==> config.mk <==
export PLATFORM = sky130hd
export DESIGN_NAME = button_event_queue
export DESIGN_NICKNAME = d
export VERILOG_FILES = /design/src/rtl/button_event_queue.sv
export SDC_FILE = /design/constraint.sdc
export NUM_CORES = 1
export LEC_CHECK = 0
export BUFFER_PORTS_ARGS = -buffer_cell sky130_fd_sc_hd__buf_2
export CELL_PAD_IN_SITES_DETAIL_PLACEMENT = 1
export CELL_PAD_IN_SITES_GLOBAL_PLACEMENT = 1
export CORE_ASPECT_RATIO = 1.75
export CORE_MARGIN = 1.5
export CORE_UTILIZATION = 45
export CTS_CLUSTER_DIAMETER = 40
export DETAILED_ROUTE_END_ITERATION = 12
export GPL_ROUTABILITY_DRIVEN = 0
export HOLD_SLACK_MARGIN = 0.12
export PLACE_DENSITY_LB_ADDON = 0.1
export SYNTH_ARGS = -nofsm -noshare
export SYNTH_HDL_FRONTEND = slang
export SYNTH_SLANG_ARGS = --single-unit
==> constraint.sdc <==
create_clock -name clk -period 3.2 [get_ports clk]
set_input_delay 0.32 -clock clk [delete_from_list [all_inputs] [get_ports clk]]
set_output_delay 0.32 -clock clk [all_outputs]
set_load 0.02 [all_outputs]
==> src/rtl/button_event_queue.sv <==
// Serialises single-cycle button pulses into index codes and buffers them in a
// first-word-fall-through FIFO; any dropped pulse raises a sticky overflow flag.
module button_event_queue #(
  parameter  int unsigned N_BTN = 4,
  parameter  int unsigned DEPTH = 8,
  localparam int unsigned CW    = $clog2(N_BTN),
  localparam int unsigned CNTW  = $clog2(DEPTH + 1)
) (
  input  logic             clk,
  input  logic             rst,
  input  logic [N_BTN-1:0] btn_pulse,
  output logic             ev_valid,
  output logic [CW-1:0]    ev_code,
  input  logic             ev_ready,
  output logic [CNTW-1:0]  ev_count,
  output logic             overflow,
  input  logic             clr_overflow
);

  localparam int unsigned PW = $clog2(DEPTH);
  localparam logic [CNTW-1:0] FULL_COUNT = CNTW'(DEPTH);

  logic [N_BTN-1:0] pending;
  logic [PW-1:0]    wr_ptr;
  logic [PW-1:0]    rd_ptr;
  logic [CW-1:0]    mem [DEPTH];

  logic [CW-1:0]    sel;
  logic             push;
  logic             pop;
  logic             drop;
  logic [N_BTN-1:0] clr_vec;
  logic [N_BTN-1:0] pending_kept;

  // Lowest pending index wins the single enqueue slot each cycle.
  always_comb begin
    sel = '0;
    for (int i = int'(N_BTN) - 1; i >= 0; i--) begin
      if (pending[i]) sel = CW'(i);
    end
  end

  // Full is judged on the registered count, so a same-cycle pop never frees a slot early.
  always_comb begin
    push         = (pending != '0) && (ev_count < FULL_COUNT);
    pop          = ev_valid && ev_ready;
    clr_vec      = push ? (N_BTN'(1) << sel) : '0;
    pending_kept = pending & ~clr_vec;
    drop         = (pending_kept & btn_pulse) != '0;
  end

  assign ev_valid = (ev_count != '0);
  assign ev_code  = ev_valid ? mem[rd_ptr] : '0;

  always_ff @(posedge clk) begin
    if (rst) begin
      pending  <= '0;
      wr_ptr   <= '0;
      rd_ptr   <= '0;
      ev_count <= '0;
      overflow <= 1'b0;
    end else begin
      pending <= pending_kept | btn_pulse;
      if (push) wr_ptr <= wr_ptr + PW'(1);
      if (pop)  rd_ptr <= rd_ptr + PW'(1);
      case ({push, pop})
        2'b10:   ev_count <= ev_count + CNTW'(1);
        2'b01:   ev_count <= ev_count - CNTW'(1);
        default: ev_count <= ev_count;
      endcase
      // A new drop outranks a clear request in the same cycle.
      if (drop)              overflow <= 1'b1;
      else if (clr_overflow) overflow <= 1'b0;
    end
  end

  always_ff @(posedge clk) begin
    if (push) mem[wr_ptr] <= sel;
  end

endmodule

==> summary.md <==
| Metric | Value |
|---|---|
| Status | `completed` |
| Worst Clk Skew | `between 0.003 and 0.004 ns` |
| Pin count of the biggest net entering global routing | `18` |
| Fraction of registers with async set/reset | `0%` |
| Vias | `975` |
| Fraction of layout cells with a size suffix above 1 | `between 10% and 20%` |
| Worst setup margin | `0.477 ns` |
| Synth Instances | `128` |
| CTS Buffer Depth | `2` |
| Worst hold path depth | `3` |
| Max-Slew Margin vs Limit | `50.5%` |
| Starting Density | `46.6%` |
| Synth top area cells | `edfxtp_1 (33%), dfxtp_1 (25%), nor2_1 (6.7%)` |
| CTS Buf Count | `5` |
| Critical path peak fanout | `12` |
| Hold_buf cts | `0` |
| Final setup fails | `0` |
| Final Hold Fails | `0` |
| 1st-pass router iterations | `3` |
| Ys flop type | `dfxtp_1` |
| Setup WS pre-CTS | `0.516 ns` |
| Post_cts resized | `0` |
| Chip Width | `about 46 microns` |
| Post-synth EDFFs | `16` |
| Crit share post-route | `85.1%` |
| Crit path buf inv count | `2` |
| Final HPWL DP | `~2.1 mm` |
| Mapped cell area | `between 0.001 and 0.0015 sq mm` |
| Yosys top cell by area | `edfxtp_1` |
| Hold Crit Endpoint | `pending[0]` |
| Clock sink count | `34` |
| Via density | `5.13` |
| Startpoint Class | `flop` |
| Critical Path Max Stage Delay | `approximately 0.53 ns` |
| Core Util, Final | `52.9%` |
| Required @ worst endpoint | `roughly 3.4 ns` |
| Row Count | `27` |
| R2r setup slk | `roughly 0.48 ns` |
| Die H | `78.5 microns` |
| Critical Path End Type | `flop` |
| Die area | `0.00362 sq mm` |
| Initial drt markers | `10` |
| Area of placed instances | `0.00157 sq mm` |
| Net Count, Synth | `between 100 and 150` |
| Most frequent cells in the layout | `nor2_1 (26), dfxtp_1 (18), edfxtp_1 (16), buf_2 (15), a21oi_1 (7)` |
| CTS root buf | `clkbuf_8` |
| Avg Cell Area, Syn | `11.4 sq um` |
| GR Util All Layers | `18.6%` |
| Worst-Skew Late Latency | `0.28 ns` |
| Initial antenna violation count | `0` |
| CTS tree | `yes` |
| Yosys reg bits | `34` |
| CP delay by family, top | `simple AND/OR/NAND/NOR gates` |
| Leakage power | `0.669 nW` |
| Max stage delay cell, worst path | `nor4_1` |
| TNS Setup | `0 ns` |
| Fin crit period | `2.72 ns` |
| R2r endpoint | `ev_count[2]` |
| DRC | `0` |
| Register area share after synthesis | `57.4%` |
| Grt ovf | `0` |
| Num ports | `16` |
| VDD IR-drop max | `0.460 mV` |
| ANT nets after route | `0` |
| FMAX | `0.367 GHz` |
| Finished Cell Area | `0.00166 sq mm` |
| Min-delay src | `btn_pulse[0]` |
| # H-tree levels | `2` |
| Core Footprint | `roughly 0.0031 sq mm` |
| Fin. max-slew vios | `0` |
| Setup Fix Bufs, Post-CTS | `0` |
| Total of max-cap violations | `0` |
| Total Wirelength | `between 2 and 3 mm` |
| Top cell type's share of synthesized area | `32.8%` |
| Number of antenna diodes | `0` |
| Nets | `approximately 160` |
| Worst setup path class | `reg2reg` |
| RSZ-0062 raised after global routing | `false` |
| Commonest non-fill, non-tap cell in the layout | `nor2_1` |
| First-pass GRT wire length | `4.75 mm` |
| Clk pin slew, worst setup/hold paths | `0.06 ns` |
| Area delta synth->final | `13.4%` |
| CP arrival | `2.94 ns` |
| Vias in the first global route | `1050` |
| Worst reg2reg path depth | `11` |
| Power Dens Cells | `744 mW/mm^2` |
| Unique masters post-synth | `29` |
| Synth Warn # | `0` |
| Hold/Removal Path Class | `in2reg` |
| Worst reg2reg path startpoint | `ev_count[3]` |
| I/O Buffers | `15` |
| WL per Instance | `14.4 microns` |
| Worst-margin pin slew | `0.736 ns` |
| CP Cell Sequence | `nor4_1 > inv_1 > nand2_1 > inv_1 > ha_1 > xor2_1 > ha_1 > a21oi_1 > xor2_1 > or3_1 > a21oi_1` |
-- state kept, by name (all words and copies together), names as in the netlist, named ones only --
name,flops
overflow,1
rd_ptr,3
pending,4
ev_count,4
wr_ptr,3
mem,16
-- worst max-delay path by stage --
stage               depth (start not counted)  slack (ns)          end        start
floorplan                                  12        0.58  ev_count[2]  ev_count[1]
global placement                           11        0.71  ev_count[2]  ev_count[3]
detailed placement                         11        0.52  ev_count[2]  ev_count[1]
CTS                                        11        0.47  ev_count[2]  ev_count[1]
global route                               11        0.23  ev_count[2]  ev_count[3]
finish                                     11        0.48  ev_count[2]  ev_count[3]
-- synthesized netlist by cell type (2+ instances only) --
master / count
nor2_1: 26
dfxtp_1: 18
edfxtp_1: 16
a21oi_1: 7
inv_1: 6
nand2_1: 6
ha_1: 5
xor2_1: 5
mux2i_1: 4
mux4_2: 4
nor3_1: 4
o21ai_0: 4
clkbuf_1: 3
nand2b_1: 2
nand3_1: 2
nor4_1: 2
or3_1: 2
-- area by class of cell --
type	instances	area, sq um
clock buffer	8	90.1
fill	355	1480
inverter	6	22.5
multi-input combinational	84	579
sequential	34	841
tap	43	53.8
timing repair buffer	15	75.1
-- logic make-up after synthesis --
kind of cell | share of synthesized area (%)
compound gates | 7.86
xor+xnor | 3.59
fa+ha+maj | 4.27
buf+inv | 3.07
flops | 57.4
mux | 9.65
simple gates | 14.2
-- layer usage --
metal | vias to the layer above | track usage, % | routed length [microns]
met1 | 465 | 20.3 | 1070
li1 | 488 | - | -
met4 | 0 | 7.71 | 59
met5 | - | 0 | 0
met3 | 6 | 5.52 | 80
met2 | 16 | 31.5 | 1530
-- power breakdown --
group	internal [W]	switching, W
sequential	0.000514	0.0000669
clock	0.000175	0.000143
combinational	0.000142	0.000194
total	0.000832	0.000404
-- worst reg2reg max path: stages (launching register included) --
cell	delay, ns
dfxtp_1	0.42
nor4_1	0.53
inv_1	0.18
nand2_1	0.17
inv_1	0.08
ha_1	0.25
xor2_1	0.17
ha_1	0.19
a21oi_1	0.14
xor2_1	0.09
or3_1	0.31
a21oi_1	0.15
-- per-stage QoR --
stage,hold WS (ns),total power (W),cells
floorplan,0.437,0.000833,128
global placement,0.480,0.000916,182
detailed placement,0.508,0.000934,182
CTS,0.252,0.00126,190
global route,0.275,0.00131,190
finish,0.262,0.00124,190
Power figures use the tool's default switching activity.
